**src/rtl/pc_host_pkg.sv**
```systemverilog
// Shared word formats, widths and FSM state type for the host-side PC word framer.
package pc_host_pkg;

    localparam int NPCcode  = 7;
    localparam int NPCdata  = 20;
    localparam int NPCroute = 8;
    localparam int NPCout   = NPCcode + NPCdata + NPCroute;

    localparam int HOST_W   = 32;
    localparam int HDR_FLAG = 31;
    localparam logic [HOST_W-1:0] HOST_NOP = 32'hFFFF_FFFF;

    typedef logic [HOST_W-1:0] host_word_t;

    typedef enum logic [1:0] {
        IDLE    = 2'd0,
        PAYLOAD = 2'd1,
        PAD     = 2'd2
    } fsm_state_t;

    function automatic host_word_t pack_home(input logic [NPCcode-1:0] code,
                                             input logic [NPCdata-1:0] data);
        return host_word_t'({code, data});
    endfunction

    function automatic host_word_t pack_hdr(input logic [NPCroute-1:0] route);
        host_word_t w;
        w = '0;
        w[HDR_FLAG] = 1'b1;
        w[NPCroute-1:0] = route;
        return w;
    endfunction

endpackage

```
**src/rtl/pc_host_framer_if.sv**
```systemverilog
// PC_out word channel from the core into the host framer.
// A word transfers on a rising clock edge where v and a are both high; d is sampled only then.
interface pc_host_framer_if;
    import pc_host_pkg::*;

    logic [NPCout-1:0] d;
    logic              v;
    logic              a;

    modport master (output d, output v, input a);
    modport slave  (input d, input v, output a);

endinterface

```
**src/rtl/host_word_fifo.sv**
```systemverilog
// Synchronous word FIFO with occupancy count, registered read data and a registered fill threshold flag.
module host_word_fifo #(
    parameter int W = 32,
    parameter int D = 64,
    parameter int THRESH = 16,
    parameter logic [W-1:0] EMPTY_WORD = '1,
    localparam int AW = $clog2(D),
    localparam int CW = AW + 1
) (
    input  logic          clk,
    input  logic          rst,
    input  logic          wr_en_i,
    input  logic [W-1:0]  wr_data_i,
    input  logic          rd_en_i,
    output logic [W-1:0]  rd_data_o,
    output logic [CW-1:0] count_o,
    output logic          full_o,
    output logic          empty_o,
    output logic          thresh_o
);

    logic [W-1:0]  mem [D];
    logic [AW-1:0] wr_ptr_q, wr_ptr_d;
    logic [AW-1:0] rd_ptr_q, rd_ptr_d;
    logic [CW-1:0] count_q, count_d;
    logic [W-1:0]  rd_data_q, rd_data_d;
    logic          thresh_q, thresh_d;
    logic          do_wr, do_rd;

    assign full_o  = (count_q == CW'(D));
    assign empty_o = (count_q == '0);
    assign do_wr   = wr_en_i & ~full_o;
    assign do_rd   = rd_en_i & ~empty_o;

    // A pop on an empty FIFO still updates the output register, with EMPTY_WORD.
    always_comb begin
        wr_ptr_d  = wr_ptr_q + AW'(do_wr);
        rd_ptr_d  = rd_ptr_q + AW'(do_rd);
        count_d   = count_q + CW'(do_wr) - CW'(do_rd);
        rd_data_d = rd_data_q;
        if (rd_en_i) begin
            rd_data_d = do_rd ? mem[rd_ptr_q] : EMPTY_WORD;
        end
        thresh_d  = (count_d >= CW'(THRESH));
    end

    always_ff @(posedge clk) begin
        if (do_wr) begin
            mem[wr_ptr_q] <= wr_data_i;
        end
    end

    always_ff @(posedge clk or posedge rst) begin
        if (rst) begin
            wr_ptr_q  <= '0;
            rd_ptr_q  <= '0;
            count_q   <= '0;
            rd_data_q <= EMPTY_WORD;
            thresh_q  <= 1'b0;
        end else begin
            wr_ptr_q  <= wr_ptr_d;
            rd_ptr_q  <= rd_ptr_d;
            count_q   <= count_d;
            rd_data_q <= rd_data_d;
            thresh_q  <= thresh_d;
        end
    end

    assign rd_data_o = rd_data_q;
    assign count_o   = count_q;
    assign thresh_o  = thresh_q;

endmodule

```
**src/rtl/pc_host_framer.sv**
```systemverilog
// Frames 35b PC_out words into 32b host words; routed words get a header, partial blocks are NOP-padded after a timeout.
module pc_host_framer
    import pc_host_pkg::*;
#(
    parameter logic [NPCroute-1:0] GO_HOME_rt = 8'hE0,
    parameter int BLOCK_WORDS  = 16,
    parameter int FIFO_D       = 64,
    parameter int FLUSH_CYCLES = 1024,
    localparam int PW = $clog2(BLOCK_WORDS),
    localparam int CW = $clog2(FIFO_D) + 1,
    localparam int TW = $clog2(FLUSH_CYCLES + 1)
) (
    input  logic                   clk,
    input  logic                   reset,
    pc_host_framer_if.slave        PC_out,
    input  logic                   host_rd,
    output host_word_t             host_dout,
    output logic                   host_blk_rdy,
    output logic                   underrun,
    output fsm_state_t             dbg_state_o,
    output logic [PW-1:0]          dbg_wr_phase_o,
    output logic [CW-1:0]          dbg_count_o
);

    fsm_state_t                   state_q, state_d;
    logic [PW-1:0]                wr_phase_q, wr_phase_d;
    logic [TW-1:0]                timer_q, timer_d;
    logic [NPCcode+NPCdata-1:0]   pay_q, pay_d;
    logic                         underrun_q, underrun_d;

    logic                         in_ack, hs, wr_en, free2;
    host_word_t                   wr_data;
    logic [CW-1:0]                count;
    logic                         fifo_full, fifo_empty;
    logic [NPCroute-1:0]          in_route;
    logic [NPCcode-1:0]           in_code;
    logic [NPCdata-1:0]           in_data;

    assign in_route = PC_out.d[NPCout-1 -: NPCroute];
    assign in_code  = PC_out.d[NPCcode+NPCdata-1 -: NPCcode];
    assign in_data  = PC_out.d[NPCdata-1:0];
    // Two free slots guarantee a header and its payload always land back to back.
    assign free2    = (count <= CW'(FIFO_D - 2));

    always_comb begin
        state_d    = state_q;
        wr_phase_d = wr_phase_q;
        timer_d    = timer_q;
        pay_d      = pay_q;
        in_ack     = 1'b0;
        hs         = 1'b0;
        wr_en      = 1'b0;
        wr_data    = HOST_NOP;
        underrun_d = underrun_q | (host_rd & fifo_empty);

        case (state_q)
            IDLE: begin
                in_ack = free2;
                hs     = PC_out.v & free2;
                if (hs) begin
                    wr_en   = 1'b1;
                    timer_d = '0;
                    if (in_route == GO_HOME_rt) begin
                        wr_data = pack_home(in_code, in_data);
                    end else begin
                        wr_data = pack_hdr(in_route);
                        pay_d   = {in_code, in_data};
                        state_d = PAYLOAD;
                    end
                end else if (wr_phase_q == '0) begin
                    timer_d = '0;
                end else if (timer_q == TW'(FLUSH_CYCLES - 1)) begin
                    state_d = PAD;
                end else begin
                    timer_d = timer_q + TW'(1);
                end
            end
            PAYLOAD: begin
                wr_en   = 1'b1;
                wr_data = pack_home(pay_q[NPCcode+NPCdata-1 -: NPCcode], pay_q[NPCdata-1:0]);
                timer_d = '0;
                state_d = IDLE;
            end
            PAD: begin
                if (!fifo_full) begin
                    wr_en = 1'b1;
                    if (wr_phase_q == PW'(BLOCK_WORDS - 1)) begin
                        state_d = IDLE;
                        timer_d = '0;
                    end
                end
            end
            default: begin
                state_d = IDLE;
            end
        endcase

        if (wr_en) begin
            wr_phase_d = wr_phase_q + PW'(1);
        end
    end

    always_ff @(posedge clk or posedge reset) begin
        if (reset) begin
            state_q    <= IDLE;
            wr_phase_q <= '0;
            timer_q    <= '0;
            pay_q      <= '0;
            underrun_q <= 1'b0;
        end else begin
            state_q    <= state_d;
            wr_phase_q <= wr_phase_d;
            timer_q    <= timer_d;
            pay_q      <= pay_d;
            underrun_q <= underrun_d;
        end
    end

    host_word_fifo #(
        .W          (HOST_W),
        .D          (FIFO_D),
        .THRESH     (BLOCK_WORDS),
        .EMPTY_WORD (HOST_NOP)
    ) u_fifo (
        .clk       (clk),
        .rst       (reset),
        .wr_en_i   (wr_en),
        .wr_data_i (wr_data),
        .rd_en_i   (host_rd),
        .rd_data_o (host_dout),
        .count_o   (count),
        .full_o    (fifo_full),
        .empty_o   (fifo_empty),
        .thresh_o  (host_blk_rdy)
    );

    assign PC_out.a       = in_ack & ~reset;
    assign underrun       = underrun_q;
    assign dbg_state_o    = state_q;
    assign dbg_wr_phase_o = wr_phase_q;
    assign dbg_count_o    = count;

endmodule

```
**src/flat_wrapper.sv**
```systemverilog
// flat-port wrapper written by rule: the top's interface ports become plain ports
module pc_host_framer_flat import pc_host_pkg::*;
#(
    parameter logic [NPCroute-1:0] GO_HOME_rt = 8'hE0,
    parameter int BLOCK_WORDS  = 16,
    parameter int FIFO_D       = 64,
    parameter int FLUSH_CYCLES = 1024,
    localparam int PW = $clog2(BLOCK_WORDS),
    localparam int CW = $clog2(FIFO_D) + 1,
    localparam int TW = $clog2(FLUSH_CYCLES + 1)
)
  (clk, reset, host_rd, host_dout, host_blk_rdy, underrun, dbg_state_o, dbg_wr_phase_o, dbg_count_o, PC_out_d, PC_out_v, PC_out_a);
  pc_host_framer_if PC_out_i ();
  input  logic clk;
  input  logic reset;
  input  logic host_rd;
  output host_word_t host_dout;
  output logic host_blk_rdy;
  output logic underrun;
  output fsm_state_t dbg_state_o;
  output logic [PW-1:0] dbg_wr_phase_o;
  output logic [CW-1:0] dbg_count_o;
  input wire logic [$bits(PC_out_i.d)-1:0] PC_out_d;
  input wire logic [$bits(PC_out_i.v)-1:0] PC_out_v;
  output wire logic [$bits(PC_out_i.a)-1:0] PC_out_a;
  assign PC_out_i.d = PC_out_d;
  assign PC_out_i.v = PC_out_v;
  assign PC_out_a = PC_out_i.a;
  pc_host_framer #(.GO_HOME_rt(GO_HOME_rt), .BLOCK_WORDS(BLOCK_WORDS), .FIFO_D(FIFO_D), .FLUSH_CYCLES(FLUSH_CYCLES)) u_core (.clk(clk), .reset(reset), .PC_out(PC_out_i), .host_rd(host_rd), .host_dout(host_dout), .host_blk_rdy(host_blk_rdy), .underrun(underrun), .dbg_state_o(dbg_state_o), .dbg_wr_phase_o(dbg_wr_phase_o), .dbg_count_o(dbg_count_o));
endmodule
```
**config.mk**
```make
export PLATFORM = sky130hd
export DESIGN_NAME = pc_host_framer_flat
export DESIGN_NICKNAME = d
export VERILOG_FILES = /design/src/rtl/pc_host_pkg.sv /design/src/rtl/pc_host_framer_if.sv /design/src/rtl/host_word_fifo.sv /design/src/rtl/pc_host_framer.sv /design/src/flat_wrapper.sv
export SDC_FILE = /design/constraint.sdc
export NUM_CORES = 2
export LEC_CHECK = 0
export CAP_MARGIN = 20
export CORE_MARGIN = 2
export CORE_UTILIZATION = 25
export DETAILED_ROUTE_END_ITERATION = 10
export DONT_BUFFER_PORTS = 1
export PLACE_DENSITY = 0.46
export SLEW_MARGIN = 15
export SYNTH_ARGS = -nofsm -noshare
export SYNTH_HDL_FRONTEND = slang
export SYNTH_SLANG_ARGS = --single-unit
export TNS_END_PERCENT = 20
```
**constraint.sdc**
```tcl
create_clock -name clk -period 6.2 [get_ports clk]
set_clock_uncertainty 0.05 [all_clocks]
set_input_delay 1.55 -clock clk [delete_from_list [all_inputs] [get_ports clk]]
set_output_delay 1.55 -clock clk [all_outputs]
set_load 0.02 [all_outputs]
```
* Word-level counts from Yosys, hierarchy flattened
Memories as Yosys holds them, arrays and structs flattened.
Index checks and enable logic that the tools add are counted.
** Cells by class
- Reductions and logical operators :: 7
- Mux-type cells :: 23
- Equality and inequality tests :: 12
- Shift-type cells :: 0
- Bitwise operators :: 10
- Add/sub/neg operators :: 6
- Multipliers :: 0
- Divide/modulo/power cells :: 0
- Magnitude comparators :: 2
** Operator list (number)
- two-way mux 32 bit :: 3
- case mux 32 bit (2 select lines) :: 1
- two-way mux 11 bit :: 5
- case mux 11 bit (3 select lines) :: 1
- adder 6 x 1 -> 6 bit :: 2
- two-way mux 2 bit :: 6
- adder 11 x 1 -> 11 bit, second input constant :: 1
- == test 11 x 10 -> 1 bit, second input constant :: 1
- == test 8 bit, second input constant :: 1
- adder 7 x 1 -> 7 bit :: 1
- == test 7 bit, second input constant :: 1
- >= comparator 7 x 5 -> 1 bit, second input constant :: 1
- less-or-equal comparator 7 x 6 -> 1 bit, second input constant :: 1
- logical NOT 7 bit :: 1
- subtractor 7 x 1 -> 7 bit :: 1
- AND 1 bit :: 5
- two-way mux 1 bit :: 5
- AND reduction 5 bit :: 1
- adder 4 x 1 -> 4 bit, second input constant :: 1
- == test 4 bit, second input constant :: 1
- logical NOT 4 bit :: 1
- != test 4 x 2 -> 1 bit, second input constant :: 1
- inverter 1 bit :: 4
- case mux 2 bit (2 select lines) :: 1
- other kinds (13) :: 13
** Storage, ports and cells
- Memories :: 1
- Logic and storage cells :: 71
- Output and inout bits :: 48
- ROM bits :: 0
- Register bits :: 97
- Bits in latches :: 0
- RAM bits :: 2048
** Memory list
- u_core.u_fifo.mem :: words 64, bits a word 32, read ports 1, clocked after memory_dff 0, write ports 1, RTL line host_word_fifo.sv:22 : logic [W-1:0] mem [D];

* Longest topological paths before layout
- Depth in word-level cells :: 8
- Mapped depth :: 18

* Modules after synthesis
From an unflattened synthesis, not the netlist that was laid out.
** Unflattened totals
- Cell total of the unflattened synthesis :: 3885
- Area total of the unflattened synthesis :: 83258.6 um^2
** Modules (own cells, without submodules)
- host_word_fifo :: area each 80748.7 um^2, times used 1, cells each 3649, seq. area each 62840.3 um^2
- pc_host_framer :: area each 2509.9 um^2, times used 1, cells each 236, seq. area each 1126.1 um^2

* Worst setup path before layout
OpenSTA, ideal clock, no wires.
- Path kind :: in2reg
- Start :: input port PC_out_d[31]
- End :: memory u_core.u_fifo.mem[0][0] (data pin)
- Stages on the path :: 4
- Setup slack :: 651 ps
- Setup time :: 702 ps
- Arrival time :: 4797 ps
- Required time :: 5448 ps
- Path buffers :: 0
- Path through :: nand4b_1 > nor4_4 > a21oi_1 > o21ai_0
** Between the ends
- Word-level cells in the longest chain between the ends :: 4
** Ends and longest elaborated chain
- from (decl) :: RTL line flat_wrapper.sv:23 : input wire logic [$bits(PC_out_i.d)-1:0] PC_out_d;
- == test 8 bit :: RTL line pc_host_framer.sv:63 : if (in_route == GO_HOME_rt) begin
- two-way mux 32 bit :: RTL line pc_host_framer.sv:63
- two-way mux 32 bit :: RTL line pc_host_framer.sv:60 : if (hs) begin
- case mux 32 bit (2 select lines) :: RTL line pc_host_framer.sv:56 : case (state_q)
- via u_core.u_fifo.wr_data_i[0] :: RTL line host_word_fifo.sv:13 : input logic [W-1:0] wr_data_i,
- to (decl) :: RTL line host_word_fifo.sv:22
The timed path passes the listed nets, and every way through them passes these cells.

* Final worst setup path
- Start :: register u_core.state_q[0], in the netlist u_core.dbg_state_o[0]
- End :: memory u_core.u_fifo.mem[14][24], enable pin
** Between the ends
- Word-level cells in the longest chain between the ends :: 5
- Elaborated cells between the ends (all ways) :: 7
- Classes of those cells :: eq/ne: 2; mux: 3; bitwise: 1; reduce/logical: 1
** Ends and longest elaborated chain
- from (decl) :: RTL line pc_host_framer.sv:25 : fsm_state_t state_q, state_d;
- from (signal assigned) :: RTL line pc_host_framer.sv:111 : state_q <= state_d;
- == test 2 bit (tied with other cells) :: RTL line pc_host_framer.sv:56
- case mux 1 bit (3 select lines) (*) :: RTL line pc_host_framer.sv:56
- AND 1 bit (*) :: RTL line host_word_fifo.sv:32 : assign do_wr = wr_en_i & ~full_o;
- two-way mux 1 bit (*) :: RTL line host_word_fifo.sv:48 : if (do_wr) begin
- two-way mux 1 bit (not written as such) (*) :: RTL line host_word_fifo.sv:49 : mem[wr_ptr_q] <= wr_data_i;
Every way passes the cells marked *; elsewhere a longest branch is shown, timed or not.

==> metrics <==
Layout Area Growth over Synthesis=17.3%; max_cap viols=0; period utilization=77.2%; Hold Crit Start=u_core.pay_q[0]; Synth Flop Type=edfxtp_1; Worst path slowest cell=nor2_4; type of the worst setup path=reg -> reg; H-tree levels=4; largest net degree at the start of global routing=91; DR iter-0 viols=3878; Fillers=29500; Cell variety after synth=66; post-CTS sizing=0; Syn Nets=3778; CTS Sinks=1950; fin nets=3966; RSZ-0062 raised after global routing=no; die area=0.310 mm²; row cnt=202; synthesized cell area=0.0764 mm²; Synth area leaders=edfxtp_1, mux4_2, mux2i_1, dfrtp_1, mux2_2; Final Core Density=29.5%; Leak=27.6 nW; Setup TNS=0 ps; Root Buffer=clkbuf_16; DP Wirelength=137 mm; Avg Inst Size Synth=20.6 µm²; Tmin final=4790 ps; Worst-path clk slew=60 ps; final WL=227 mm; clock tree buffer depth=3; share of layout cells above drive strength 1=28.2%; largest stage delay on the critical path=1050 ps; total congestion overflow=0; Post-CTS Setup Bufs=0; GP Congestion=0.786; Tot Pwr=45.4 mW; Detail Route Antenna Nets=0; CP max FO=20; Final Setup Violations=0; chip height=557 µm; reg2reg start=u_core.dbg_state_o[0]; Mapped Cells=3713; global-route usage over all layers=14.5%; Worst Setup End Kind=flip-flop; post-DR vias/cell=4.70; final hold violation count=0; Clk Latency, worst-skew pair=850 ps; Initial Utilization=25.2%; Seq cells post-synth=1950; EDFF count, synth=1856; IO Pins=87; status=complete, no violations; Critical Path RT=6690 ps; PortBufs=0; CTS Hold Bufs=0; Max Clk Rate=0.209 GHz; crit path launch=u_core.dbg_state_o[0]; post-synth top area share=73.0%; Worst Path Arrival=5280 ps; worst vdd ir=0.000452 V; Slew headroom=24.1%; DIE WIDTH=557 µm; core area=0.303 mm²; Post-synth ARST share=4.82%; Pins Over Slew Limit=0; CTS buffer count=211; crit-path cells=inv_1 > ha_1 > inv_2 > a211oi_1 > buf_4 > o21ai_1 > inv_1 > nand4b_1 > nor2_4 > buf_4; initial antenna violation count=23; Hold Path Class=reg -> reg; yosys warns=0; TritonCTS clock tree=yes; DRC=0; WL per Instance=28.2 µm; via count=38000; sequential area share after synthesis=76.1%; Worst Max-Slew Pin Slew=1140 ps; number of global-route vias before repair=38900; worst hold slack=458 ps; global-route wire length before repair=316 mm; post-synth top area cell=edfxtp_1; pwr dens=507 mW/mm²; Worst Setup Start Kind=flip-flop; TritonRoute pass-1 iters=5
## through the flow
stage	worst slack, ps	instances	area [µm²]
after floorplan	651	3713	76400
after global placement	832	7658	82500
after detailed placement	913	7662	82600
after CTS	1380	8056	89400
after global routing	1170	8062	89500
final	1410	8077	89600
## flip-flops by register name, indices dropped and copies added, names as in the netlist
register,flops
u_core.pay_q,27
u_core.underrun,1
u_core.u_fifo.rd_ptr_q,6
u_core.u_fifo.rd_data_o,29
u_core.timer_q,11
u_core.dbg_wr_phase_o,4
u_core.u_fifo.thresh_o,1
u_core.u_fifo.count_o,7
u_core.dbg_state_o,2
u_core.u_fifo.mem,1856
u_core.u_fifo.wr_ptr_q,6
## where the power goes
part	switching, mW	internal, mW
clock	5.23	7.28
combinational	9.68	4.87
sequential	1.09	17.3
## synthesized netlist by cell type (all sizes together), types with 49 or more instances
cell	n
edfxtp	1856
mux4	366
mux2i	219
buf	149
nor2	146
mux2	125
o21ai	99
o22ai	82
clkbuf	66
dfrtp	65
a21oi	60
a211oi	52
nand2	49
## worst max-delay path, delay by kind of cell, from the launching register on
| kind | cells | cell delay, ps |
|---|---|---|
| and+or+nand+nor | 2 | 1880 |
| AOI/OAI and AO/OA | 2 | 560 |
| adders and majority gates | 1 | 350 |
| buffers and inverters | 5 | 1110 |
| DFF | 1 | 500 |
## layout make-up
class	count	area, µm²	share of cell area, %
clock buffers	264	5550	6.20
inverters	45	171	0.191
multi-input cells	1503	17600	19.6
clock inverters	130	1280	1.43
diodes	17	42.5	0.0475
flip-flops and latches	1950	58100	64.9
well taps	3978	4980	5.56
repair buffers	190	1830	2.05
## cells in the final DEF (no fill, tap or decap), drive strengths merged, types with 11 or more instances in the layout
master,Yosys,final
o31ai,14,14
xnor2,11,11
buf,149,189
dfrtp,65,65
clkinv,0,96
o311ai,12,12
o21ai,99,99
inv,45,50
a21oi,60,60
edfxtp,1856,1856
mux2i,219,219
o2111ai,14,14
a221o,19,19
nor2b,20,20
o221ai,29,29
o22ai,82,82
bufinv,0,23
diode,0,17
o211ai,13,13
a211oi,52,52
dfstp,29,29
nand2,49,49
nor2,146,146
a2111oi,16,16
nand4b,21,21
clkbuf,66,264
ha,25,25
mux4,366,366
mux2,125,125
nand3,35,35
## logic make-up (layout without fill, tap and decap cells)
kind of cell    count (synthesis)  count (layout)  synth area share, %
flops                        1950            1950                 76.1
buf+inv                       260             629                 1.82
fa+ha+maj                      26              26                0.436
xor+xnor                       16              16                0.184
compound gates                438             438                 3.92
other cells                     0              17                    0
mux                           710             710                 15.5
simple gates                  313             313                 2.00
## metal layers
layer  wire (µm)  GRT usage (%)  share of wire (%)
met5          57              0              0.025
met4        5250           3.81                2.3
met3       13500           2.59                5.9
met2      108000           23.3                 48
met1      100000           20.0                 44
## final timing paths
path / end / slack [ps] / depth (start not counted)
worst max register to register: u_core.u_fifo.mem[14][24] / 1410 / 10
worst min-delay path: u_core.pay_q[0] / 460 / 1
worst min register to register: u_core.pay_q[0] / 460 / 1
max in group asynchronous: u_core.u_fifo.rd_data_o[30] / 4380 / 2
worst max-delay path: u_core.u_fifo.mem[14][24] / 1410 / 10
min in group asynchronous: u_core.dbg_state_o[1] / 640 / 1
(Power assumes the default switching activity.)
